$ cat src/rtl/bp_be_accel_store_engine_pkg.sv
// Shared types for the BE accelerator store engine: FSM states, CSR indices, channel window.
// Optional BP_ACCEL_STORE_PERF_EN adds performance counters in the engine itself.
package bp_be_pkg;

  typedef enum logic [1:0] {
    e_idle,
    e_send,
    e_fence
  } bp_be_accel_store_state_e;

  localparam logic [1:0] csr_base_lp   = 2'd0;
  localparam logic [1:0] csr_limit_lp  = 2'd1;
  localparam logic [1:0] csr_stride_lp = 2'd2;
  localparam logic [1:0] csr_ptr_lp    = 2'd3;

  localparam logic [3:0] csr_perf_beats_lp  = 4'd12;
  localparam logic [3:0] csr_perf_stall_lp  = 4'd13;
  localparam logic [3:0] csr_perf_nocred_lp = 4'd14;
  localparam logic [3:0] csr_status_lp      = 4'd15;

  typedef struct packed {
    logic [63:0] base;
    logic [63:0] limit;
    logic [63:0] stride;
    logic [63:0] ptr;
  } bp_be_accel_store_win_s;

endpackage

$ cat src/rtl/bp_be_accel_store_engine_fifo.sv
// Small 1-read/1-write circular FIFO; output is read combinationally from storage.
module bsg_fifo_1r1w_small #(
  parameter int unsigned width_p = 8,
  parameter int unsigned els_p   = 2
) (
  input  logic               clk_i,
  input  logic               reset_i,
  input  logic               v_i,
  output logic               ready_and_o,
  input  logic [width_p-1:0] data_i,
  output logic               v_o,
  output logic [width_p-1:0] data_o,
  input  logic               yumi_i
);

  localparam int unsigned ptr_w_lp = (els_p > 1) ? $clog2(els_p) : 1;
  localparam int unsigned cnt_w_lp = $clog2(els_p + 1);
  localparam logic [ptr_w_lp-1:0] ptr_last_lp = ptr_w_lp'(els_p - 1);
  localparam logic [cnt_w_lp-1:0] cnt_full_lp = cnt_w_lp'(els_p);

  logic [width_p-1:0]  r_mem [els_p];
  logic [ptr_w_lp-1:0] r_wptr, r_rptr;
  logic [cnt_w_lp-1:0] r_count;
  logic                w_push, w_pop;

  assign ready_and_o = (r_count != cnt_full_lp);
  assign v_o         = (r_count != '0);
  assign data_o      = r_mem[r_rptr];
  assign w_push      = v_i & ready_and_o;
  assign w_pop       = yumi_i & v_o;

  always_ff @(posedge clk_i) begin
    if (w_push) r_mem[r_wptr] <= data_i;
  end

  always_ff @(posedge clk_i) begin
    if (reset_i) begin
      r_wptr  <= '0;
      r_rptr  <= '0;
      r_count <= '0;
    end else begin
      if (w_push) r_wptr <= (r_wptr == ptr_last_lp) ? '0 : r_wptr + ptr_w_lp'(1);
      if (w_pop)  r_rptr <= (r_rptr == ptr_last_lp) ? '0 : r_rptr + ptr_w_lp'(1);
      r_count <= r_count + cnt_w_lp'(w_push) - cnt_w_lp'(w_pop);
    end
  end

endmodule

$ cat src/rtl/bp_be_accel_store_engine.sv
// Multi-channel store engine: slices buffered blocks into beats written to circular windows,
// with credit tracking and fence. Define BP_ACCEL_STORE_PERF_EN for perf counters at CSR 12-14.
module bp_be_accel_store_engine
  import bp_be_pkg::*;
#(
  parameter int unsigned paddr_width_p = 40,
  parameter int unsigned data_width_p  = 128,
  parameter int unsigned block_width_p = 512,
  parameter int unsigned num_ch_p      = 2,
  parameter int unsigned fifo_els_p    = 2,
  parameter int unsigned credits_p     = 8,
  localparam int unsigned ch_w_lp      = (num_ch_p > 1) ? $clog2(num_ch_p) : 1
) (
  input  logic                     clk_i,
  input  logic                     reset_i,
  input  logic                     csr_w_v_i,
  input  logic [3:0]               csr_addr_i,
  input  logic [63:0]              csr_data_i,
  output logic [63:0]              csr_data_o,
  input  logic                     blk_v_i,
  input  logic [ch_w_lp-1:0]       blk_ch_i,
  input  logic [block_width_p-1:0] blk_data_i,
  output logic                     blk_ready_and_o,
  output logic [paddr_width_p-1:0] wr_addr_o,
  output logic [data_width_p-1:0]  wr_data_o,
  output logic                     wr_v_o,
  input  logic                     wr_ready_and_i,
  input  logic                     wr_ack_v_i,
  input  logic                     fence_v_i,
  output logic                     fence_done_o,
  output logic                     busy_o,
  output logic                     panic_o
);

  localparam int unsigned beats_lp  = block_width_p / data_width_p;
  localparam int unsigned beat_w_lp = (beats_lp > 1) ? $clog2(beats_lp) : 1;
  localparam int unsigned cred_w_lp = $clog2(credits_p + 1);
  localparam logic [beat_w_lp-1:0] beat_last_lp = beat_w_lp'(beats_lp - 1);
  localparam logic [cred_w_lp-1:0] cred_max_lp  = cred_w_lp'(credits_p);
  localparam logic [63:0] addr_mask_lp =
    (paddr_width_p >= 64) ? '1 : ((64'd1 << paddr_width_p) - 64'd1);

  bp_be_accel_store_state_e r_state, w_state_nxt;
  bp_be_accel_store_win_s   r_win [num_ch_p];
  logic [beat_w_lp-1:0]     r_beat;
  logic [cred_w_lp-1:0]     r_credits;
  logic                     r_panic, r_fence_pend, r_held;

  logic                     w_fifo_v, w_fifo_yumi;
  logic [block_width_p+ch_w_lp-1:0] w_fifo_data;
  logic [block_width_p-1:0] w_blk;
  logic [ch_w_lp-1:0]       w_ch;
  logic                     w_start_ok, w_want, w_credit_ok, w_hs, w_last, w_fence_done;
  logic [63:0]              w_ptr_sum, w_ptr_nxt;
  logic [1:0]               w_csr_ch, w_csr_fld;
  logic                     w_csr_map;

  bsg_fifo_1r1w_small #(
    .width_p(block_width_p + ch_w_lp),
    .els_p  (fifo_els_p)
  ) u_fifo (
    .clk_i      (clk_i),
    .reset_i    (reset_i),
    .v_i        (blk_v_i),
    .ready_and_o(blk_ready_and_o),
    .data_i     ({blk_ch_i, blk_data_i}),
    .v_o        (w_fifo_v),
    .data_o     (w_fifo_data),
    .yumi_i     (w_fifo_yumi)
  );

  assign {w_ch, w_blk} = w_fifo_data;

  // A pending fence only holds back the start of a new block; a block already begun
  // (or a beat already presented) runs to completion so wr_v_o never drops mid-offer.
  assign w_start_ok  = ~r_fence_pend | (r_beat != '0) | r_held;
  assign w_want      = (r_state != e_fence) & w_fifo_v & w_start_ok;
  assign w_credit_ok = (r_credits < cred_max_lp);
  assign wr_v_o      = w_want & w_credit_ok;
  assign w_hs        = wr_v_o & wr_ready_and_i;
  assign w_last      = (r_beat == beat_last_lp);
  assign w_fifo_yumi = w_hs & w_last;
  assign wr_addr_o   = wr_v_o ? r_win[w_ch].ptr[paddr_width_p-1:0] : '0;
  assign wr_data_o   = wr_v_o ? w_blk[r_beat*data_width_p +: data_width_p] : '0;

  assign w_fence_done = (r_state == e_fence) & (r_credits == '0);
  assign fence_done_o = w_fence_done;
  assign busy_o       = w_fifo_v | wr_v_o | (r_credits != '0);
  assign panic_o      = r_panic;

  assign w_ptr_sum = (r_win[w_ch].ptr + r_win[w_ch].stride) & addr_mask_lp;
  assign w_ptr_nxt = (w_ptr_sum >= r_win[w_ch].limit) ? r_win[w_ch].base : w_ptr_sum;

  assign w_csr_ch  = csr_addr_i[3:2];
  assign w_csr_fld = csr_addr_i[1:0];
  assign w_csr_map = (csr_addr_i < csr_perf_beats_lp) && (32'(w_csr_ch) < num_ch_p);

  always_comb begin
    w_state_nxt = r_state;
    unique case (r_state)
      e_idle: begin
        if (r_fence_pend)          w_state_nxt = e_fence;
        else if (w_hs & w_last)    w_state_nxt = fence_v_i ? e_idle : e_send;
        else if (w_fifo_v)         w_state_nxt = e_send;
      end
      e_send: begin
        if (w_hs & w_last)                   w_state_nxt = (r_fence_pend | fence_v_i) ? e_idle : e_send;
        else if (~w_fifo_v | ~w_start_ok)    w_state_nxt = e_idle;
      end
      e_fence: if (r_credits == '0) w_state_nxt = e_idle;
      default: w_state_nxt = e_idle;
    endcase
  end

  always_ff @(posedge clk_i) begin
    if (reset_i) begin
      r_state      <= e_idle;
      r_beat       <= '0;
      r_credits    <= '0;
      r_panic      <= 1'b0;
      r_fence_pend <= 1'b0;
      r_held       <= 1'b0;
    end else begin
      r_state      <= w_state_nxt;
      r_held       <= wr_v_o & ~wr_ready_and_i;
      r_fence_pend <= w_fence_done ? 1'b0 : (r_fence_pend | fence_v_i);
      if (w_hs) r_beat <= w_last ? '0 : r_beat + beat_w_lp'(1);
      if (w_hs & ~wr_ack_v_i)       r_credits <= r_credits + cred_w_lp'(1);
      else if (~w_hs & wr_ack_v_i) begin
        if (r_credits != '0) r_credits <= r_credits - cred_w_lp'(1);
        else                 r_panic   <= 1'b1;
      end
    end
  end

  // CSR writes are applied after the beat increment so they take priority on ptr.
  always_ff @(posedge clk_i) begin
    if (reset_i) begin
      for (int unsigned c = 0; c < num_ch_p; c++) r_win[c] <= '0;
    end else begin
      for (int unsigned c = 0; c < num_ch_p; c++) begin
        if (w_hs && (32'(w_ch) == c)) r_win[c].ptr <= w_ptr_nxt;
        if (csr_w_v_i && w_csr_map && (32'(w_csr_ch) == c)) begin
          unique case (w_csr_fld)
            csr_base_lp: begin
              r_win[c].base <= csr_data_i & addr_mask_lp;
              r_win[c].ptr  <= csr_data_i & addr_mask_lp;
            end
            csr_limit_lp:  r_win[c].limit  <= csr_data_i & addr_mask_lp;
            csr_stride_lp: r_win[c].stride <= csr_data_i & addr_mask_lp;
            default:       r_win[c].ptr    <= csr_data_i & addr_mask_lp;
          endcase
        end
      end
    end
  end

`ifdef BP_ACCEL_STORE_PERF_EN
  logic [31:0] r_perf_beats, r_perf_stall, r_perf_nocred;

  always_ff @(posedge clk_i) begin
    if (reset_i) begin
      r_perf_beats  <= '0;
      r_perf_stall  <= '0;
      r_perf_nocred <= '0;
    end else begin
      if (csr_w_v_i && csr_addr_i == csr_perf_beats_lp) r_perf_beats <= '0;
      else if (w_hs && r_perf_beats != '1)              r_perf_beats <= r_perf_beats + 32'd1;
      if (csr_w_v_i && csr_addr_i == csr_perf_stall_lp)          r_perf_stall <= '0;
      else if (wr_v_o && !wr_ready_and_i && r_perf_stall != '1)  r_perf_stall <= r_perf_stall + 32'd1;
      if (csr_w_v_i && csr_addr_i == csr_perf_nocred_lp)         r_perf_nocred <= '0;
      else if (w_want && !w_credit_ok && r_perf_nocred != '1)    r_perf_nocred <= r_perf_nocred + 32'd1;
    end
  end
`endif

  always_comb begin
    csr_data_o = '0;
    if (csr_addr_i == csr_status_lp) begin
      csr_data_o = 64'({r_panic, r_credits});
`ifdef BP_ACCEL_STORE_PERF_EN
    end else if (csr_addr_i == csr_perf_beats_lp) begin
      csr_data_o = 64'(r_perf_beats);
    end else if (csr_addr_i == csr_perf_stall_lp) begin
      csr_data_o = 64'(r_perf_stall);
    end else if (csr_addr_i == csr_perf_nocred_lp) begin
      csr_data_o = 64'(r_perf_nocred);
`endif
    end else if (w_csr_map) begin
      unique case (w_csr_fld)
        csr_base_lp:   csr_data_o = r_win[w_csr_ch[ch_w_lp-1:0]].base;
        csr_limit_lp:  csr_data_o = r_win[w_csr_ch[ch_w_lp-1:0]].limit;
        csr_stride_lp: csr_data_o = r_win[w_csr_ch[ch_w_lp-1:0]].stride;
        default:       csr_data_o = r_win[w_csr_ch[ch_w_lp-1:0]].ptr;
      endcase
    end
  end

endmodule

$ cat config.mk
export PLATFORM = sky130hd
export DESIGN_NAME = bp_be_accel_store_engine
export DESIGN_NICKNAME = d
export VERILOG_FILES = /design/src/rtl/bp_be_accel_store_engine_pkg.sv /design/src/rtl/bp_be_accel_store_engine_fifo.sv /design/src/rtl/bp_be_accel_store_engine.sv
export SDC_FILE = /design/constraint.sdc
export NUM_CORES = 2
export LEC_CHECK = 0
export CORE_MARGIN = 2
export CORE_UTILIZATION = 30
export CTS_BUF_LIST = sky130_fd_sc_hd__clkbuf_8
export DETAILED_ROUTE_END_ITERATION = 6
export PLACE_DENSITY_LB_ADDON = 0.3
export SETUP_SLACK_MARGIN = 0.15
export SYNTH_ARGS = -nofsm -noshare
export SYNTH_HDL_FRONTEND = slang
export SYNTH_SLANG_ARGS = --single-unit
$ cat constraint.sdc
create_clock -name clk_i -period 72.8 [get_ports clk_i]
set_input_delay 10.92 -clock clk_i [delete_from_list [all_inputs] [get_ports clk_i]]
set_output_delay 10.92 -clock clk_i [all_outputs]
set_load 0.03 [all_outputs]
**Word-level counts from Yosys, hierarchy flattened**

Memories as Yosys holds them, arrays and structs flattened. A register that Yosys moved wholly into a read port is not among the register bits.
Index checks and enable logic that the tools add are counted.

- Memory bits (writable): 1,394
- Flip-flop bits (word level): 15
- Memories: 2

Memories:

| name | depth | bits a word | read ports | clocked after memory_dff | write ports | line | RTL |
|---|---|---|---|---|---|---|---|
| u_fifo.r_mem | 2 | 513 | 1 | 1 | 1 | bp_be_accel_store_engine_fifo.sv:21 | `logic [width_p-1:0] r_mem [els_p];` |
| r_win | 2 | 184 | 2 | 0 | 2 | bp_be_accel_store_engine.sv:44 | `bp_be_accel_store_win_s r_win [num_ch_p];` |

- Reductions and logical operators: 20
- Eq/ne operators: 12
- Add/sub/neg operators: 8
- Shifts and indexed selects: 1
- Bitwise logic cells: 38
- Order comparisons: 4
- Multiplexer cells: 73

Operator list:

| operator | number |
|---|---|
| $mux 64 | 9 |
| $shiftx 512x10->128 | 1 |
| $mux 40 | 7 |
| $pmux 64 s3 | 1 |
| $mux 128 | 1 |
| $ge 40x64->1 | 1 |
| $mux 1 | 44 |
| $add 40x40->40 | 1 |
| $or 1x1->1 | 18 |
| $mux 2 | 7 |
| $mux 4 | 3 |
| $and 1x1->1 | 11 |
| $not 1->1 | 9 |
| $lt 4x4->1 const B | 2 |
| $reduce_bool 2->1 | 4 |
| $eq 2x1->1 const B | 3 |
| $eq 2x2->1 const B | 3 |
| $logic_and 1x1->1 | 6 |
| $logic_not 2->1 | 3 |
| $pmux 2 s3 | 1 |
| $reduce_and 3->1 | 2 |
| $add 4x1->4 const B | 1 |
| $eq 4x4->1 const B | 1 |
| $logic_not 4->1 | 1 |
| 14 further kinds | 16 |

**Depth between registers and ports, before layout**

- Depth after elaboration: 13
- Mapped depth: 30

**By module**

From an unflattened synthesis, not the netlist that was laid out.

- Cell total of the unflattened synthesis: 3,645
- Area total of the unflattened synthesis: 61,958.2 um2

By module, submodules not included:

| module | times used | cells an instance | area an instance (um2) | sequential area each (um2) |
|---|---|---|---|---|
| bsg_fifo_1r1w_small | 1 | 1,625 | 37,459.7 | 30,909.6 |
| bp_be_accel_store_engine | 1 | 2,020 | 24,498.5 | 9,829.4 |

**Least setup slack after synthesis**

OpenSTA, ideal clock, no wires.

- Path kind: input-to-reg
- Start: input blk_v_i
- End: memory u_fifo.r_mem[0][0] (netlist name), enable pin
- Arrival: 32.229 ns
- Library setup time: 1.403 ns
- Path slack: 39.169 ns
- Buffers on the path: 0
- Data required time: 71.397 ns
- Stages: 2
- Cells stage by stage: nand2_1 > nor2_1

- Longest elaborated chain between the ends: 3

Ends and longest elaborated chain:

| what | line | RTL |
|---|---|---|
| start: declaration | bp_be_accel_store_engine.sv:20 | `input logic blk_v_i,` |
| $and 1x1->1 | bp_be_accel_store_engine_fifo.sv:29 | `assign w_push = v_i & ready_and_o;` |
| $mux 1 | bp_be_accel_store_engine_fifo.sv:33 | `if (w_push) r_mem[r_wptr] <= data_i;` |
| $mux 1 (not written as such) | bp_be_accel_store_engine_fifo.sv:33 |  |
| end: declaration | bp_be_accel_store_engine_fifo.sv:21 |  |

Every way passes these cells.

**Worst setup path after layout**

- Start: input csr_addr_i[1]
- End: output csr_data_o[39]

- Longest elaborated chain between the ends: 4
- Elaborated cells on any way between the ends: 9

Ends and longest elaborated chain:

| what | line | RTL |
|---|---|---|
| start: declaration | bp_be_accel_store_engine.sv:17 | `input logic [3:0] csr_addr_i,` |
| $lt 4x4->1, or another cell as far along | bp_be_accel_store_engine.sv:96 | `assign w_csr_map = (csr_addr_i < csr_perf_beats_lp) && (32'(w_csr_ch) < num_ch_p);` |
| $logic_and 1x1->1 or $pmux 64 s3 (tied branches) | bp_be_accel_store_engine.sv:96, bp_be_accel_store_engine.sv:190 |  |
| $mux 64 | bp_be_accel_store_engine.sv:189 | `end else if (w_csr_map) begin` |
| $mux 64 * | bp_be_accel_store_engine.sv:179 | `if (csr_addr_i == csr_status_lp) begin` |
| end: declaration | bp_be_accel_store_engine.sv:19 | `output logic [63:0] csr_data_o,` |

Mark *: on every way between the ends. The rest lies on a longest branch, timed or not.

==> impl_metrics.env <==
export IMPL_postCtsSetupBuffers=0
export IMPL_powerDensity_nw_per_um2=27.18
export IMPL_clock_sinks=1362
export IMPL_syn_area_um2=59520
export IMPL_dp_cells=6958
export IMPL_p_leak_nw=25.69
export IMPL_hold_path_class="reg2reg"
export IMPL_multi_input_area_um2=17750
export IMPL_syn_area_per_cell_um2=16.06
export IMPL_first_global_vias=37710
export IMPL_power_mw=2.031
export IMPL_cp_slowest_stage_delay_ns=0.78
export IMPL_endpoint_kind="output pin"
export IMPL_fin_crit_sh=0.3412
export IMPL_ys_seq_area_frac=0.6844
export IMPL_async_flop_share=0
export IMPL_timing_critical_path_mode_cell="buf_4"
export IMPL_antenna_found_initial=86
export IMPL_cp_max_fo=35
export IMPL_met2_usage=0.3290
export IMPL_track_usage=0.1829
export IMPL_core_area_um2=197200
export IMPL_wl_per_cell_um=25.52
export IMPL_cp_cell_sequence="buf_4 > buf_4 > buf_4 > mux4_2 > mux2i_1 > nor2_1 > clkdlybuf4s50_1"
export IMPL_start_util=0.3018
export IMPL_fillers=18590
export IMPL_die_y_um=449.4
export IMPL_die_x_um=449.4
export IMPL_area_growth_syn_to_layout_pct=25.55
export IMPL_min_delay_path_depth=1
export IMPL_drive_gt1_frac=0.1563
export IMPL_finalInstanceArea_um2=74740
export IMPL_use_met3=0.05572
export IMPL_drc=0
export IMPL_whs_ns=0.5119
export IMPL_cp_required_ns=61.88
export IMPL_port_buffer_count=776
export IMPL_utilization=0.3790
export IMPL_synth_seq_cells=1362
export IMPL_ctsHoldBuffers=0
export IMPL_relSlewSlack=0.2673
export IMPL_num_rows=163
export IMPL_finClkSkew_ns=0.07804
export IMPL_drt_iter0_drc=3005
export IMPL_cts_resized=0
export IMPL_drv_slew=0
export IMPL_grt_ovfl_total=0
export IMPL_synth_edf_count=1346
export IMPL_routed_wl_mm=189.2
export IMPL_met1_usage=0.2047
export IMPL_nets=5230
export IMPL_layout_cells_non_filler=7412
export IMPL_dp_slack_ns=47.94
export IMPL_place_gp_congestion=0.8610
export IMPL_cts_tree="yes"
export IMPL_htree_levels=4
export IMPL_worst_pin_slew_ns=1.099
export IMPL_drv_cap=0
export IMPL_finalSetupTns_ns=0
export IMPL_status="finished clean"
export IMPL_grt_max_degree=146
export IMPL_regArea_um2=40750
export IMPL_slowest_stage="clkdlybuf4s50_1"
export IMPL_root_buffer="clkbuf_8"
export IMPL_routed_via_density=4.894
export IMPL_dp_hpwl_mm=126.8
export IMPL_cts_path_max_buffers=3
export IMPL_grt_pass1_wl_mm=267.6
export IMPL_reg2regPathDepth=23
export IMPL_fmax_ghz=0.04026
export IMPL_cts_clk_slew_worst_paths_ns=0.06
export IMPL_synthFlopType="edfxtp_1"
export IMPL_num_vias=36270
export IMPL_worstSetupPathType="in2out"
export IMPL_final_min_clock_period_ns=24.84
export IMPL_dieArea_um2=202000
export IMPL_ys_warn_count=0
export IMPL_setup_violations=0
export IMPL_netlist_instances=3707
export IMPL_insertion_delay_ns=1.03
export IMPL_ios=825
export IMPL_cts_made_buffers=233
export IMPL_drtPass1Iterations=6
export IMPL_start_kind="primary input"
export IMPL_cp_arrival_ns=13.92
export IMPL_hold_viol_final=0
export IMPL_placed_cell_area_um2=70170
export IMPL_yosysUniqueCellTypes=78
export IMPL_layout_setup_ws_ns=47.96
export IMPL_grt_busiest_layer="met2"
export IMPL_antenna_left=0
export IMPL_rsz0062_at_grt="no"
export IMPL_ir_drop_uv=16.95
## synth_stat cells (all sizes together), types with 17 or more instances
cell    number  area, µm²
ha          87       1089
nor3        20      105.1
nor2        93      369.1
a21o        23      172.7
edfxtp    1346      40420
o21ai       76      387.9
a21oi      250       1259
clkbuf     138      518.0
nand4       26      162.7
inv         29      108.9
mux2i      100       1001
nand2      654       2457
a22o        22      192.7
nand3       26      142.6
mux4       336       7567
xnor2       28      245.2
and2       165       1032
xor2        17      148.9
buf        109      579.3
## layout by cell type, fill, tap and decap left out, drive strengths merged, types with 10 or more instances in the layout
master         synthesis  routed
a21o                  23      23
a21oi                250     250
a22o                  22      22
a32o                  10      10
and2                 165     165
buf                  109      63
clkbuf               138     235
clkdlybuf4s50          0     772
clkinv                 0      90
conb                   1      24
dfxtp                 16      16
diode                  0      32
edfxtp              1346    1346
ha                    87      87
inv                   29     116
mux2i                100     100
mux4                 336     336
nand2                654     654
nand3                 26      26
nand4                 26      26
nor2                  93      93
nor3                  20      20
o21ai                 76      76
xnor2                 28      28
xor2                  17      17
## power breakdown
part	total, mW	switching, mW	internal [mW]
registers	0.959	0.0211	0.938
clock network	0.668	0.334	0.334
logic	0.404	0.247	0.157
total	2.03	0.602	1.43
## state kept, by name (all words and copies together) (netlist names), named ones only
register and count:
panic_o 1, r_beat 2, r_credits 4, r_fence_pend 1
r_held 1, r_state 2, r_win 320, u_fifo.r_count 2
u_fifo.r_mem 1026, u_fifo.r_rptr 1, u_fifo.r_wptr 1
## cell families after synthesis
family | Yosys count | share of synthesized area
buffers and inverters | 276 | 0.02026
AO/OA/AOI/OAI | 460 | 0.04723
flip-flops | 1362 | 0.6844
adder cells (fa/ha/maj) | 89 | 0.01896
other | 1 | 0.00006300
XOR/XNOR | 45 | 0.006621
AND/OR/NAND/NOR | 1030 | 0.07700
multiplexers | 444 | 0.1455
## layer usage
metal	routed length (µm)	vias up
met1	69200	18440
met4	4785	66
met5	430	-
met3	14680	357
met2	100100	1310
li1	-	16100
## final timing paths
| kind | startpoint | to | slack (ns) |
|---|---|---|---|
| min reg2reg | r_state[1]$_SDFFE_PP0P_ | r_state[0]$_SDFFE_PP0P_ | 0.51 |
| min | r_state[1]$_SDFFE_PP0P_ | r_state[0]$_SDFFE_PP0P_ | 0.51 |
| max reg2reg | flop | r_win[1][15]$_DFFE_PP_ | 63.79 |
| max | csr_addr_i[1] | csr_data_o[39] | 47.96 |
## layout make-up
| type | instances | share of cell area |
|---|---|---|
| clock inverters | 187 | 0.01674 |
| repair buffers | 835 | 0.1104 |
| diodes | 32 | 0.001071 |
| clock buffers | 235 | 0.04328 |
| inverters | 29 | 0.001523 |
| multi-input cells | 2092 | 0.2375 |
| well taps | 2640 | 0.04420 |
| flip-flops and latches | 1362 | 0.5453 |
## critical path, delay by kind of cell
family / cells / cell delay (ns)
buffers and inverters: 4 / 2.19
multiplexers: 2 / 0.39
AND/OR/NAND/NOR: 1 / 0.38
Note: power is estimated with default switching activity, not from simulation.
